## config.mk

```make
export PLATFORM = sky130hd
export DESIGN_NAME = truth_table_sweep
export DESIGN_NICKNAME = d
export VERILOG_FILES = /design/src/rtl/truth_table_sweep.sv
export SDC_FILE = /design/constraint.sdc
export NUM_CORES = 1
export LEC_CHECK = 0
export ABC_AREA = 0
export CAP_MARGIN = 20
export CORE_ASPECT_RATIO = 1.75
export CORE_MARGIN = 3
export CORE_UTILIZATION = 45
export CTS_BUF_LIST = sky130_fd_sc_hd__clkbuf_2
export DETAILED_ROUTE_END_ITERATION = 16
export HOLD_SLACK_MARGIN = 0.15
export PLACE_DENSITY = 0.76
export REMOVE_ABC_BUFFERS = 1
export SLEW_MARGIN = 15
export SYNTH_ARGS = -nofsm -noshare
export SYNTH_HDL_FRONTEND = slang
export SYNTH_SLANG_ARGS = --single-unit
```

## constraint.sdc

```tcl
create_clock -name clk -period 1.4 [get_ports clk]
set_input_delay 0.28 -clock clk [delete_from_list [all_inputs] [get_ports clk]]
set_output_delay 0.28 -clock clk [all_outputs]
set_load 0.01 [all_outputs]
```

## src/rtl/truth_table_sweep.sv

```systemverilog
// Stimulus-and-capture sweep: drives {A,B,C,D} through all 16 codes and records F1/F2 truth tables.
// Optional expected-table comparator is built when TT_CHECK_EN is defined.
module truth_table_sweep #(
  parameter int          SETTLE = 2,
  parameter logic [15:0] EXP_F1 = 16'h0000,
  parameter logic [15:0] EXP_F2 = 16'h0000
) (
  input  logic        clk,
  input  logic        rst,
  input  logic        start,
  input  logic        F1,
  input  logic        F2,
  output logic        A,
  output logic        B,
  output logic        C,
  output logic        D,
  output logic        busy,
  output logic        done,
  output logic [15:0] tt_f1,
  output logic [15:0] tt_f2,
  output logic [4:0]  ones_f1,
  output logic        pass
);

  typedef enum logic [1:0] {
    S_IDLE   = 2'd0,
    S_WAIT   = 2'd1,
    S_SAMPLE = 2'd2,
    S_DONE   = 2'd3
  } state_t;

  localparam logic [3:0] SETTLE_M1 = 4'(SETTLE - 1);

  state_t      state_q, state_d;
  logic [3:0]  idx_q, idx_d;
  logic [3:0]  cnt_q, cnt_d;
  logic [3:0]  abcd_q, abcd_d;
  logic        busy_q, busy_d;
  logic [15:0] tt_f1_q, tt_f1_d;
  logic [15:0] tt_f2_q, tt_f2_d;
  logic [4:0]  ones_q, ones_d;
  logic        pass_q, pass_d;

`ifndef TT_CHECK_EN
  logic unused_exp;
  assign unused_exp = ^{EXP_F1, EXP_F2};
`endif

  always_ff @(posedge clk) begin
    if (rst) begin
      state_q <= S_IDLE;
      idx_q   <= 4'd0;
      cnt_q   <= 4'd0;
      abcd_q  <= 4'd0;
      busy_q  <= 1'b0;
      tt_f1_q <= 16'h0000;
      tt_f2_q <= 16'h0000;
      ones_q  <= 5'd0;
      pass_q  <= 1'b0;
    end else begin
      state_q <= state_d;
      idx_q   <= idx_d;
      cnt_q   <= cnt_d;
      abcd_q  <= abcd_d;
      busy_q  <= busy_d;
      tt_f1_q <= tt_f1_d;
      tt_f2_q <= tt_f2_d;
      ones_q  <= ones_d;
      pass_q  <= pass_d;
    end
  end

  always_comb begin
    state_d = state_q;
    idx_d   = idx_q;
    cnt_d   = cnt_q;
    abcd_d  = abcd_q;
    busy_d  = busy_q;
    tt_f1_d = tt_f1_q;
    tt_f2_d = tt_f2_q;
    ones_d  = ones_q;
    pass_d  = pass_q;
    case (state_q)
      S_IDLE: begin
        if (start) begin
          tt_f1_d = 16'h0000;
          tt_f2_d = 16'h0000;
          ones_d  = 5'd0;
          pass_d  = 1'b0;
          idx_d   = 4'd0;
          abcd_d  = 4'd0;
          cnt_d   = 4'd0;
          busy_d  = 1'b1;
          state_d = S_WAIT;
        end
      end
      S_WAIT: begin
        cnt_d = cnt_q + 4'd1;
        if (cnt_q == SETTLE_M1) state_d = S_SAMPLE;
      end
      S_SAMPLE: begin
        tt_f1_d[idx_q] = F1;
        tt_f2_d[idx_q] = F2;
        ones_d         = ones_q + {4'd0, F1};
        // Termination is by compare on the last code; idx never wraps.
        if (idx_q == 4'hF) begin
          busy_d  = 1'b0;
          state_d = S_DONE;
        end else begin
          idx_d   = idx_q + 4'd1;
          abcd_d  = idx_q + 4'd1;
          cnt_d   = 4'd0;
          state_d = S_WAIT;
        end
      end
      S_DONE: begin
`ifdef TT_CHECK_EN
        pass_d = (tt_f1_q == EXP_F1) && (tt_f2_q == EXP_F2);
`else
        pass_d = 1'b0;
`endif
        state_d = S_IDLE;
      end
      default: state_d = S_IDLE;
    endcase
  end

  assign A       = abcd_q[3];
  assign B       = abcd_q[2];
  assign C       = abcd_q[1];
  assign D       = abcd_q[0];
  assign busy    = busy_q;
  assign done    = (state_q == S_DONE);
  assign tt_f1   = tt_f1_q;
  assign tt_f2   = tt_f2_q;
  assign ones_f1 = ones_q;
  assign pass    = pass_q;

endmodule

```

==> qor.csv, run 1 <==
stage,metric,value,unit
run_status,status,finished with violations,
run_status,violations,setup timing,
cells_and_area,final_area,3480,µm²
setup_path,worst-path-stages,6,
min_path,hp-class,input pin to flop,
global_routing,grt_usage,19.7,%
clock_network,root_buffer,clkbuf_2,
placed_design,place_area,2890,µm²
global_routing,antenna_found_initial,0,
placed_design,pre_cts_slack,-439,ps
routing,post-route-drc-count,0,
cells_and_area,area_growth,60.3,%
die,fp.dieH,97.9,µm
setup_path,crit_family,simple AND/OR/NAND/NOR gates,
clock_network,cts_tree,yes,
yosys,netlist_area,2170,µm²
die,start_util,48.0,%
clock_network,clock_sinks,48,
die,core,4520,µm²
routing,drt_iter0_drc,40,
setup_path,worstPathCellList,buf_6 -> inv_6 -> ha_4 -> or3b_4 -> a21oi_4 -> o32ai_1,
timing,skew,13.3,ps
min_path,hold_depth,4,
yosys,synth_edf_count,0,
yosys,yosysWarnings,0,
routing,drtPass1Iterations,4,
power,finalPower,2.42,mW
yosys,synth_top_flop_cell,dfxtp_1,
clock_network,cts-htree-levels,2,
setup_path,crit_path_max_incr_delay,410,ps
yosys,yosys.area.top_type,dfxtp_1,
timing,maxSlewViolCount,0,
cells_and_area,drive_gt1_share,50.9,%
routing,vias,2246,
routing,drtAntennaViolNets,0,
yosys,synthArstFlopShare,0,%
setup_path,required,1760,ps
cells_and_area,n_antenna_cell,0,
routing,top_layer_used,met4,
global_routing,grt_pass1_wl,9.02,mm
routing,wl_met2,3.48,mm
clock_network,clk_pin_slew,240,ps
setup_path,cp_max_fo,3,
routing,vias_per_cell,5.72,
die,die_w,58.5,µm
timing,timing.final.ws_setup,-50.2,ps
yosys,ys_types,38,
routing,wl_met1,2.33,mm
die,boundaryPins,49,
clock_network,cts_buffer_depth,2,
timing,min_period,1450,ps
timing,holdWs,304,ps
yosys,synth-seq-cells,48,
setup_path,cp_num_buf_inv,2,
placed_design,dp_hpwl,3.67,mm
global_routing,first_global_vias,2006,
setup_path,endpoint_kind,flop,
cells_and_area,nets,354,
yosys,synth.avg_cell_area,8.89,µm²
cells_and_area,fillers,286,
die,rows,32,
power,ir_drop,839,µV
routing,wl,6.22,mm
clock_network,clock_latency,440,ps
setup_path,critical_path_class,flop to flop,
placed_design,io_buffers,47,
job,drv_cap,0,
global_routing,grt_max_degree,26,
setup_path,arrival,1810,ps
power,power_density,696,nW/µm²
clock_network,cts_made_buffers,5,
power,leakage,1.32,nW
timing,clock.fmax,690,MHz
timing,final.setup.tns,-257,ps
die,die-area,5720,µm²
placed_design,place.gp.congestion,0.804,
routing,wl_per_cell,15.8,µm
routing,wl_met3,236,µm
yosys,synth_area_leaders,"dfxtp_1, o32ai_1, inv_1",
timing,setup_viol,11,
global_routing,grt-ovfl-total,0,
yosys,ys_seq_area_share,44.3,%
timing,grt_setup_unrepaired,yes,
yosys,synthCells,244,
yosys,yosysTopAreaCellShare,44.3,%
timing,fin_crit_sh,104,%
setup_path,cp_slowest_cell,or3b_4,
cells_and_area,register_area,1020,µm²
setup_path,r2r_cells,6,
yosys,ys_top_cells_by_count,"dfxtp_1, inv_1, o32ai_1",
setup_path,critPathLaunchType,flop,
cells_and_area,multi_input_area,1230,µm²
clock_network,holdBufCountCts,0,
timing,hold_violations,0,
yosys,yosysMostFrequentCell,dfxtp_1,
[placed cells by master, fill, tap and decap left out, types with 7 or more instances in the layout]
| cell | netlist | layout |
|---|---|---|
| nand3_1 | 10 | 7 |
| clkdlybuf4s15_1 | 0 | 21 |
| dfxtp_2 | 0 | 43 |
| dlygate4sd2_1 | 0 | 11 |
| nand3b_1 | 8 | 8 |
| clkbuf_2 | 0 | 12 |
| o32ai_1 | 32 | 25 |
| buf_6 | 1 | 13 |
| a21oi_2 | 0 | 12 |
| o32ai_2 | 0 | 7 |
| inv_1 | 37 | 35 |
| a21oi_1 | 25 | 12 |
| buf_4 | 1 | 52 |
[cells by family (layout without fill, tap and decap cells)]
group	Yosys count	in the layout	synth area share (%)
other	1	1	0.173
AO/OA/AOI/OAI	77	77	26.0
buffers and inverters	58	156	11.0
AND/OR/NAND/NOR	52	52	14.0
adder cells (fa/ha/maj)	8	8	4.61
flip-flops	48	48	44.3
[timing repair]
action	CTS	global route
pin swaps	10	20
endpoints found under the setup margin	61	71
resized for setup	134	74
buffers inserted	14	18
[power by group]
part / internal (mW) / switching, mW / leakage (nW)
sequential: 1.38 / 0.0124 / 0.410
clock: 0.291 / 0.449 / 0.0380
combinational: 0.121 / 0.169 / 0.876
total: 1.79 / 0.630 / 1.32
[state kept, by name (all words and copies together), names as in the netlist]
register  cells
busy          1
abcd_q        4
tt_f1        16
ones_f1       5
cnt_q         4
state_q       2
tt_f2        16
[worst min-delay path: stages]
cell,delay (ps)
dlymetal6s2s_1,160
buf_4,150
inv_1,60
o32ai_2,80
[layout make-up]
type / instances / share of cell area (%)
Sequential cell: 48 / 29.3
Clock inverter: 3 / 1.08
Inverter: 38 / 4.39
Clock buffer: 5 / 0.719
Tap cell: 51 / 1.83
Timing Repair Buffer: 110 / 27.2
Multi-Input combinational cell: 138 / 35.5
[stage by stage]
stage,cells,utilization [%]
floorplan,224,-
global placement,356,63.9
detailed placement,356,63.9
CTS,377,69.9
global route,393,76.9
finish,393,76.9
[worst paths after layout]
| path | from | slack [ps] | endpoint |
|---|---|---|---|
| worst min register to register | tt_f2[11]$_SDFFE_PP0P_ | 480 | tt_f2[11]$_SDFFE_PP0P_ |
| worst min-delay path | F1 | 300 | tt_f1[15]$_SDFFE_PP0P_ |
| worst max-delay path | abcd_q[1]$_SDFFE_PP0P_ | -50 | tt_f2[1]$_SDFFE_PP0P_ |
| worst max register to register | abcd_q[1]$_SDFFE_PP0P_ | -50 | tt_f2[1]$_SDFFE_PP0P_ |
[per-layer routing]
layer / vias to the layer above / global-route usage (%)
li1: 1074 / -
met4: 0 / 7.86
met3: 15 / 3.17
met2: 57 / 35.5
met1: 1100 / 21.9
met5: - / 0
Note: power is estimated with default switching activity, not from simulation.
==> run 2, diff against run 1 <==
--- a/config.mk
+++ b/config.mk
@@ -11,6 +11,7 @@
 export CORE_MARGIN = 3
 export CORE_UTILIZATION = 45
 export CTS_BUF_LIST = sky130_fd_sc_hd__clkbuf_2
+export CTS_CLUSTER_SIZE = 16
 export DETAILED_ROUTE_END_ITERATION = 16
 export HOLD_SLACK_MARGIN = 0.15
 export PLACE_DENSITY = 0.76
==> results of run 2 <==
The final DEF is identical to that of run 1; final timing and power are the same.
